==> config.mk <==
export PLATFORM = sky130hd
export DESIGN_NAME = mantissa_multiplier_seq
export DESIGN_NICKNAME = d
export VERILOG_FILES = /design/src/rtl/mantissa_multiplier_seq.sv
export SDC_FILE = /design/constraint.sdc
export NUM_CORES = 1
export LEC_CHECK = 0
export ABC_AREA = 1
export ABC_CLOCK_PERIOD_IN_PS = 5700
export CAP_MARGIN = 20
export CELL_PAD_IN_SITES_DETAIL_PLACEMENT = 0
export CELL_PAD_IN_SITES_GLOBAL_PLACEMENT = 1
export CORE_AREA = 3 3 135 137
export CTS_BUF_LIST = sky130_fd_sc_hd__clkbuf_4 sky130_fd_sc_hd__clkbuf_8
export DETAILED_ROUTE_END_ITERATION = 6
export DIE_AREA = 0 0 138 140
export PLACE_DENSITY = 0.88
export SYNTH_ARGS = -nofsm -noshare
export SYNTH_HDL_FRONTEND = slang
export SYNTH_SLANG_ARGS = --single-unit
export TNS_END_PERCENT = 10
==> constraint.sdc <==
create_clock -name clk -period 5.7 [get_ports clk]
set_input_delay 0.855 -clock clk [delete_from_list [all_inputs] [get_ports clk]]
set_output_delay 0.855 -clock clk [all_outputs]
set_load 0.01 [all_outputs]
==> src/rtl/mantissa_multiplier_seq.sv <==
// mantissa_multiplier_seq: radix-2 shift-and-add unsigned multiplier, one multiplier bit per clock
module mantissa_multiplier_seq #(
   parameter int WIDTH = 24
) (
   input  logic               clk,
   input  logic               rst,
   input  logic               start,
   input  logic [WIDTH-1:0]   a,
   input  logic [WIDTH-1:0]   b,
   output logic               busy,
   output logic               done,
   output logic [2*WIDTH-1:0] product
);
   localparam int CW = $clog2(WIDTH + 1);
   typedef enum logic [1:0] {IDLE, RUN, DONE} state_t;
   state_t             state_q, state_d;
   logic [CW-1:0]      cnt_q, cnt_d;
   logic [WIDTH-1:0]   m_q, m_d, q_q, q_d;
   logic [WIDTH:0]     acc_q, acc_d, sum;
   logic [2*WIDTH-1:0] product_q, product_d;
   logic               busy_q, busy_d, done_q, done_d;
   always_comb begin
      sum       = acc_q + (q_q[0] ? {1'b0, m_q} : '0);
      state_d   = state_q;
      cnt_d     = cnt_q;
      m_d       = m_q;
      q_d       = q_q;
      acc_d     = acc_q;
      product_d = product_q;
      busy_d    = busy_q;
      done_d    = 1'b0;
      case (state_q)
         IDLE: if (start) begin
            m_d     = a;
            q_d     = b;
            acc_d   = '0;
            cnt_d   = '0;
            busy_d  = 1'b1;
            state_d = RUN;
         end
         RUN: begin
            // guard bit of sum carries into A's MSB as the pair shifts right
            {acc_d, q_d} = {sum, q_q} >> 1;
            cnt_d = cnt_q + 1'b1;
            if (cnt_q == CW'(WIDTH - 1)) begin
               product_d = {acc_d[WIDTH-1:0], q_d};
               done_d    = 1'b1;
               state_d   = DONE;
            end
         end
         DONE: begin
            busy_d  = 1'b0;
            state_d = IDLE;
         end
         default: begin
            busy_d  = 1'b0;
            state_d = IDLE;
         end
      endcase
   end
   always_ff @(posedge clk or posedge rst) begin
      if (rst) begin
         state_q   <= IDLE;
         cnt_q     <= '0;
         m_q       <= '0;
         q_q       <= '0;
         acc_q     <= '0;
         product_q <= '0;
         busy_q    <= 1'b0;
         done_q    <= 1'b0;
      end else begin
         state_q   <= state_d;
         cnt_q     <= cnt_d;
         m_q       <= m_d;
         q_q       <= q_d;
         acc_q     <= acc_d;
         product_q <= product_d;
         busy_q    <= busy_d;
         done_q    <= done_d;
      end
   end
   assign busy    = busy_q;
   assign done    = done_q;
   assign product = product_q;
endmodule

Yosys cells after proc, flatten, opt, wreduce, memory -nomap -nowiden
Index checks and enable logic that the tools add are counted.
Storage, ports and cells
  word-level logic and storage cells: 36
  memories kept: 0
  memory bits (writable): 0
  ROM bits: 0
  input bits: 51
  bits in latches: 0
  register bits: 130
  output and inout bits: 50
Cells by class
  reductions and logical operators: 7
  $add $sub $neg: 2
  $lt $le $gt $ge: 0
  multiply operators: 0
  bitwise gates (word level): 1
  div/mod/pow operators: 0
  equality and inequality tests: 4
  mux-type cells: 14
  shift-type cells: 0
Operators by type and width (count)
  $pmux W25 S2: 1
  $mux W24: 2
  $pmux W24 S2: 1
  $add A25 B24 Y25: 1
  $mux W25: 1
  $pmux W5 S2: 1
  $reduce_and A2 Y1: 5
  $add A5 B1 Y5 const B: 1
  $eq A5 B5 Y1 const B: 1
  $mux W5: 1
  $mux W2: 2
  $ne A2 B2 Y1 const B: 2
  $pmux W2 S2: 1
  $mux W1: 3
  $eq A2 B1 Y1 const B: 1
  $logic_not A2 Y1: 1
  $pmux W1 S2: 1
  $reduce_bool A2 Y1: 1
  $not A1 Y1: 1

Longest topological paths before layout
Gate-level depths: netlist of run 1.
  depth in word-level cells: 3
  gate-level depth with buffers: 17
  depth with buffers taken out: 15

Least setup slack after synthesis of run 1
OpenSTA, ideal clock, no wires.
  path kind: flip-flop to flip-flop
  start point: register q_q[0]
  end point: register acc_q[23]
  clock period less this slack: 2149 ps
  data required time: 5583 ps
  arrival: 2032 ps
  path slack: 3551 ps
  stages on the path, launching flop included: 17
  setup time: 117 ps
  buffers on the path: 2
  cells stage by stage: dfrtp_1 > clkbuf_1 > clkbuf_1 > nand2_1 > inv_1 > ha_1 > fa_1 > nand2_1 > nand2_1 > nand2_2 > o21ai_2 > nand2_1 > nand2_1 > nand2_1 > nand2_1 > nand2_1 > nand2_1
Between the ends
  cells in the longest elaborated chain, start to end: 3
Ends and longest elaborated chain
  start: declaration: RTL line 18  | logic [WIDTH-1:0] m_q, m_d, q_q, q_d;
  start signal: assignment: RTL line 75  | q_q <= q_d;
  $mux W24: RTL line 23  | sum = acc_q + (q_q[0] ? {1'b0, m_q} : '0);
  $add A25 B24 Y25: RTL line 23
  $pmux W25 S2: RTL line 32  | case (state_q)
  end signal: assignment: RTL line 67  | acc_q <= '0;
  end signal: assignment: RTL line 76  | acc_q <= acc_d;
  end: declaration: RTL line 19  | logic [WIDTH:0] acc_q, acc_d, sum;
No other way between the ends.
A chain may end at the register's enable or synchronous reset.

Worst setup path in the final report of run 1
Same ends and word-level chain as after synthesis.

==> reports/metrics.csv, run 1 <==
stage,metric,value,unit
grt,grt_first_pass_wirelength,30400,microns
detailed_routing,avgViaCountPerCell,4.76,
clock_tree,clk_transition_reported_paths,90,ps
clock_tree,clk_root_buffer_cell,sky130_fd_sc_hd__clkbuf_8,
finish,mostFrequentLayoutCell,sky130_fd_sc_hd__nand2_1,
grt,globalRouteMet3Util,4.78,%
sta,report.final.slew_viol_count,0,
floorplan,boundaryPins,101,
setup_path,timing.reg2reg.worst_path_depth,14,
yosys,post_synth_main_area_contributors,"sky130_fd_sc_hd__dfrtp_1 (46%), sky130_fd_sc_hd__nand2_1 (24%), sky130_fd_sc_hd__inv_1 (5.8%)",
floorplan,floorplan.initialDensity,40.9,%
finish,antenna_cells,0,
min_path,hold_start,product[5],
grt,global_route.usage.met1,26.7,%
detailed_routing,num_vias,6115,
placement,place.detailed.hpwl,13000,microns
grt,grt.busiest_layer,met2,
floorplan,placement_rows,48,
sta,hold_viol_final,0,
grt,overflow,0,
sta,period_needed,2730,ps
placement,numPortBuffers,100,
yosys,netlist.area_leader.share,45.9,%
sta,unrepaired_setup_endpoints_after_global_routing,no,
clock_tree,cts_sinks,129,
setup_path,setup.worst_path.end_class,flip-flop,
power,pwr_density_cell,537,mW/mm^2
clock_tree,cts_tree,built,
grt,antenna_found_initial,0,
setup_path,ff2ff_setup_slack,2970,ps
finish,mostFrequentLayoutCells,"sky130_fd_sc_hd__nand2_1 (452), sky130_fd_sc_hd__dfrtp_1 (129), sky130_fd_sc_hd__inv_1 (107)",
yosys,synth_top_area_cell,sky130_fd_sc_hd__dfrtp_1,
setup_path,reg2reg_to,acc_q[23],
min_path,hold_depth,2,
floorplan,die_height,140,microns
detailed_routing,detail_route.first_pass.iterations,5,
yosys,yosys_register_bits,129,
detailed_routing,detail_route.drc_violations,0,
finish,final_net_count,1123,
yosys,postSynthAreaPerCell,7.39,sq um
grt,groute.layer.met2.usage,30.7,%
yosys,synth.net_count,1028,
detailed_routing,drt-total-wl,18100,microns
placement,cell_total_after_placement,1252,
setup_path,criticalPathCategory,flip-flop to flip-flop,
detailed_routing,drt_iter0_markers,347,
sta,fin_setup_tns,0,ps
sta,fin_worst_skew,16.7,ps
yosys,yosys.cell_types.count,37,
power,ir_drop,0.000213,V
setup_path,req_time_crit_path,6110,ps
detailed_routing,ant_nets,0,
sta,achievable-frequency,366,MHz
min_path,hp-class,flip-flop to flip-flop,
floorplan,die_width,138,microns
min_path,hold-path-endpoint,product[5],
sta,finalSetupViolations,0,
grt,track_usage,19.4,%
setup_path,critPathArrivalTime,3140,ps
yosys,yosys_warnings,0,
clock_tree,clk_path_buf_depth,2,
clock_tree,postCtsResizedCells,0,
yosys,synth.yosys.seq_area_share,45.9,%
clock_tree,post_cts_hold_buffer_count,0,
sta,final_min_period_over_clock_period,47.9,%
placement,place_congestion,0.878,
sta,slew_headroom,42.3,%
finish,layout-area-overhead-vs-synth,22.2,%
grt,via_count_of_the_first_global_routing_pass,6033,
grt,pin_count_of_the_biggest_net_entering_global_routing,67,
clock_tree,h-tree-depth,4,
setup_path,timing.rr.start,q_q[0],
finish,post_layout_nonfiller_instances,1284,
setup_path,start_kind,flip-flop,
floorplan,die_area,0.0193,sq mm
detailed_routing,post_detailed_route_wirelength_per_cell,14.1,microns
yosys,syn-instance-count,951,
clock_tree,clkLatencyLatePin,460,ps
status,run_status,completed,
finish,drive_above_1_share,7.18,%
run,maxCapViolCount,0,
power,power_leakage,4.56,nW
setup_path,cp_max_fo,25,
floorplan,core-area,0.0172,sq mm
yosys,syn-cell-area,0.00703,sq mm
clock_tree,number_of_buffers_added_by_the_clock_tree_synthesis_step,17,
clock_tree,postCtsSetupRepairBufs,0,
sta,worst-slew-pin-transition,865,ps
==> flip-flops by register name, indices dropped and copies added, names as in the netlist <==
name,count
product,48
state_q,2
q_q,24
cnt_q,5
acc_q,24
done,1
busy,1
m_q,24
==> cell usage after synthesis (all sizes together) <==
cell type	instances
nand3	62
clkbuf	8
xnor2	4
nand4	5
o22ai	1
ha	25
or2	3
a22oi	4
o21ai	32
fa	1
and2	1
nor3	4
inv	117
dfrtp	129
xor2	4
o211ai	9
nand2	459
clkinv	2
buf	20
nor2	41
a21oi	12
nand3b	7
a22o	1
==> cells by family (layout without fill, tap and decap cells) <==
| kind of cell | Yosys count | after routing | synth area share, % |
|---|---|---|---|
| AOI/OAI and AO/OA | 59 | 59 | 5.37 |
| adders and majority gates | 26 | 26 | 4.73 |
| buffers and inverters | 147 | 255 | 8.92 |
| xor gates and xnor gates | 8 | 8 | 0.997 |
| DFF | 129 | 129 | 45.9 |
| and+or+nand+nor | 582 | 582 | 34.1 |
==> worst max path at each step <==
stage,start,endpoint,slack (ps),cells after the start
CTS,q_q[0],acc_q[23],2990,14
finish,q_q[0],acc_q[23],2970,14
global placement,start,q_q[0],3030,7
floorplan,rst,acc_q[0],1400,1
detailed placement,start,cnt_q[0],2960,7
global route,q_q[0],product[47],2710,14
==> area by class of cell <==
class	count	area, sq um
clock buffer	18	248
clock inverter	14	178
fill	1793	8580
inverter	119	452
multi-input combinational	675	3180
sequential	129	3230
tap	225	282
timing repair buffer	104	1030
==> where the power goes <==
part / switching (mW) / internal (mW) / leakage [nW]
combinational: 1.33 / 0.856 / 2.78
clock: 0.408 / 0.451 / 0.208
sequential: 0.263 / 1.30 / 1.57
total: 2.00 / 2.61 / 4.56
==> per-stage QoR <==
stage | power, mW | hold slack [ps] | utilization, % | instance area (sq um) | setup WS, ps
after floorplan | 3.09 | 449 | - | 7030 | 1400
after global placement | 3.73 | 458 | 47.6 | 8170 | 3030
after detailed placement | 3.77 | 457 | 47.6 | 8170 | 2960
after CTS | 4.65 | 476 | 50.0 | 8590 | 2990
after global routing | 5.05 | 505 | 50.0 | 8590 | 2710
final | 4.61 | 473 | 50.0 | 8590 | 2970
==> critical path: stages (launching register included) <==
cell and delay [ps]:
sky130_fd_sc_hd__dfrtp_1 910, sky130_fd_sc_hd__nand2_1 110, sky130_fd_sc_hd__inv_1 90, sky130_fd_sc_hd__ha_1 240
sky130_fd_sc_hd__fa_1 310, sky130_fd_sc_hd__nand2_1 70, sky130_fd_sc_hd__nand2_1 100, sky130_fd_sc_hd__nand2_2 90
sky130_fd_sc_hd__o21ai_2 180, sky130_fd_sc_hd__nand2_1 120, sky130_fd_sc_hd__nand2_1 100, sky130_fd_sc_hd__nand2_1 90
sky130_fd_sc_hd__nand2_1 100, sky130_fd_sc_hd__nand2_1 50, sky130_fd_sc_hd__nand2_1 90
==> per-layer routing <==
| metal | vias to the layer above | part of all wire (%) |
|---|---|---|
| li1 | 3127 | - |
| met1 | 2830 | 48 |
| met2 | 132 | 45 |
| met3 | 26 | 5.4 |
| met4 | 0 | 1.5 |
| met5 | - | 0 |
No activity file was read; power rests on OpenSTA's default activity.
==> run 2, diff against run 1 <==
Settings changed: ABC_CLOCK_PERIOD_IN_PS 5700 to 2400, CORE_AREA 3 3 135 137 to 3 3 142 144, DIE_AREA 0 0 138 140 to 0 0 145 147, PLACE_DENSITY 0.88 to 0.84.
Clock period 5.7 ns to 2.4 ns, I/O delays scaled along.
==> reports/metrics.csv, run 2 (synthesized netlist as in run 1, its figures left out) <==
stage,metric,value,unit,change
power,ir_drop,0.000458,V,was 0.000213 V
setup_path,timing.critical_path.cells,buf_4 -> nand2_1 -> inv_1 -> ha_1 -> fa_2 -> nand2_1 -> nand2_1 -> nand2_2 -> o21ai_2 -> nand2_1 -> nand2_1 -> nand2_1 -> nand2_1 -> nand2_1 -> nand2_1,,was nand2_1 -> inv_1 -> ha_1 -> fa_1 -> nand2_1 -> nand2_1 -> nand2_2 -> o21ai_2 -> nand2_1 -> nand2_1 -> nand2_1 -> nand2_1 -> nand2_1 -> nand2_1
finish,largest_reg_flops,48,,unchanged
detailed_routing,ant_nets,0,,unchanged
power,power_leakage,4.63,nW,was 4.56 nW
placement,place_congestion,0.876,,was 0.878
setup_path,critPathSlowestCell,sky130_fd_sc_hd__fa_2,,was sky130_fd_sc_hd__dfrtp_1
sta,unrepaired_setup_endpoints_after_global_routing,no,,unchanged
setup_path,criticalPathCategory,flip-flop to flip-flop,,unchanged
floorplan,die_area,0.0213,sq mm,was 0.0193 sq mm
detailed_routing,detail_route.drc_violations,0,,unchanged
sta,worst-slew-pin-transition,503,ps,was 865 ps
setup_path,timing.critical_path.mode_cell,sky130_fd_sc_hd__nand2_1,,unchanged
floorplan,placement_rows,50,,was 48
finish,mostFrequentLayoutCells,"sky130_fd_sc_hd__nand2_1 (451), sky130_fd_sc_hd__dfrtp_1 (129), sky130_fd_sc_hd__inv_1 (107)",,"was sky130_fd_sc_hd__nand2_1 (452), sky130_fd_sc_hd__dfrtp_1 (129), sky130_fd_sc_hd__inv_1 (107)"
power,share_clk_of_total_power,18.7,%,was 18.6%
finish,final_net_count,1131,,was 1123
placement,place.detailed.hpwl,13500,microns,was 13000 microns
power,netsw,4.75,mW,was 2.00 mW
detailed_routing,detail_route.first_pass.iterations,5,,unchanged
power,swShare,42.7,%,was 43.5%
finish,antenna_cells,0,,unchanged
sta,hold_viol_final,0,,unchanged
sta,finalSetupViolations,0,,unchanged
power,fraction_of_power_consumed_by_sequential_logic,32.8,%,was 33.9%
finish,layout.core_utilization,46.7,%,was 50.0%
status,run_status,completed,,unchanged
power,p_total,11.1,mW,was 4.61 mW
setup_path,setup.worst_path.end_class,flip-flop,,unchanged
run,maxCapViolCount,0,,unchanged
detailed_routing,post_detailed_route_wirelength_per_cell,13.9,microns,was 14.1 microns
setup_path,req_time_crit_path,2730,ps,was 6110 ps
clock_tree,clk_path_buf_depth,2,,unchanged
clock_tree,clkLatencyLatePin,450,ps,was 460 ps
finish,post-route-cell-area,0.00878,sq mm,was 0.00859 sq mm
power,comb_power_share,48.5,%,was 47.5%
placement,preCtsSetupSlack,101,ps,was 2960 ps
placement,numPortBuffers,100,,unchanged
grt,via_count_of_the_first_global_routing_pass,6288,,was 6033
clock_tree,cts_tree,built,,unchanged
sta,post-route-worst-setup-slack,166,ps,was 2970 ps
min_path,hp-class,primary input to asynchronous set/reset pin,,was flip-flop to flip-flop
finish,layout-area-overhead-vs-synth,25.0,%,was 22.2%
floorplan,floorplan.initialDensity,37.3,%,was 40.9%
sta,fin_worst_skew,16.2,ps,was 16.7 ps
floorplan,die_width,145,microns,was 138 microns
detailed_routing,num_vias,6098,,was 6115
grt,overflow,0,,unchanged
power,pwr_density_cell,1260,mW/mm^2,was 537 mW/mm^2
power,cell_internal_pwr,6.36,mW,was 2.61 mW
setup_path,start_kind,flip-flop,,unchanged
finish,drive_above_1_share,8.34,%,was 7.18%
detailed_routing,drt_iter0_markers,322,,was 347
clock_tree,h-tree-depth,4,,unchanged
clock_tree,postCtsSetupRepairBufs,0,,unchanged
sta,worst_hold_slack_across_all_endpoints,187,ps,was 473 ps
grt,track_usage,18.0,%,was 19.4%
clock_tree,cts_sinks,129,,unchanged
floorplan,core-area,0.0188,sq mm,was 0.0172 sq mm
floorplan,die_height,147,microns,was 140 microns
grt,pin_count_of_the_biggest_net_entering_global_routing,60,,was 67
clock_tree,number_of_buffers_added_by_the_clock_tree_synthesis_step,17,,unchanged
detailed_routing,avgViaCountPerCell,4.60,,was 4.76
floorplan,boundaryPins,101,,unchanged
detailed_routing,drt-total-wl,18400,microns,was 18100 microns
sta,report.final.slew_viol_count,0,,unchanged
grt,grt_first_pass_wirelength,31100,microns,was 30400 microns
sta,period_needed,2230,ps,was 2730 ps
setup_path,cp_max_fo,10,,was 25
clock_tree,post_cts_hold_buffer_count,0,,unchanged
sta,final_min_period_over_clock_period,93.1,%,was 47.9%
sta,achievable-frequency,448,MHz,was 366 MHz
clock_tree,postCtsResizedCells,0,,unchanged
grt,antenna_found_initial,0,,unchanged
clock_tree,clk_root_buffer_cell,sky130_fd_sc_hd__clkbuf_8,,unchanged
setup_path,crit_path_max_incr_delay,400,ps,was 910 ps
clock_tree,clk_transition_reported_paths,80,ps,was 90 ps
sta,slew_headroom,66.4,%,was 42.3%
finish,mostFrequentLayoutCell,sky130_fd_sc_hd__nand2_1,,unchanged
setup_path,critPathArrivalTime,2570,ps,was 3140 ps
placement,post_dp_cell_area,0.00834,sq mm,was 0.00817 sq mm
==> run 2: cell types whose count changed in the layout (fill, tap and decap cells not counted), moves of 2 or more <==
cell	previous run	this run
sky130_fd_sc_hd__clkbuf_4	0	2
sky130_fd_sc_hd__buf_4	4	7
sky130_fd_sc_hd__buf_12	0	5
sky130_fd_sc_hd__inv_6	4	2
==> run 2: layer usage <==
metal	up-vias	global-route usage, %	part of all wire (%)
met2	146	29.5	46
met1	2776	22.8	45
met4	0	6.27	2.3
met5	-	0	0
met3	34	5.43	6.6
li1	3142	-	-
==> run 2: critical path: cells and delay by family, from the launching register on <==
kind                       cells  cell delay (ps)
AOI/OAI and AO/OA              1              100
adders and majority gates      2              630
buffers and inverters          2              220
DFF                            1              380
and+or+nand+nor               10              790
==> run 2: layout make-up <==
cell class / instances / area (sq um)
flip-flops and latches: 129 / 3230
repair buffers: 112 / 1150
fillers: 1919 / 10000
clock buffers: 19 / 249
clock inverters: 13 / 185
inverters: 119 / 453
well taps: 260 / 325
multi-input cells: 675 / 3190
==> run 2: metrics by stage <==
step,std cells,TNS [ps]
floorplan,951,0
global placement,1294,-434
detailed placement,1295,0
CTS,1327,0
global route,1327,0
finish,1327,0
==> run 2: worst paths after layout <==
kind | slack (ps) | cells after the start | to | startpoint
min in group clk | 440 | 3 | m_q[19] | a[19]
worst max register to register | 170 | 15 | product[47] | q_q[0]
max in group asynchronous | 1660 | 3 | product[36] | rst
worst max-delay path | 170 | 15 | product[47] | q_q[0]
worst min-delay path | 190 | 2 | product[1] | rst
worst min register to register | 470 | 2 | product[8] | product[8]
==> run 2: power by group through the flow <==
stage	logic [mW]	clock network, mW	registers (mW)
floorplan	3.68	0	3.66
global placement	5.31	0	3.67
detailed placement	5.39	0	3.67
CTS	5.41	2.12	3.65
global route	6.18	2.23	3.78
finish	5.38	2.08	3.64
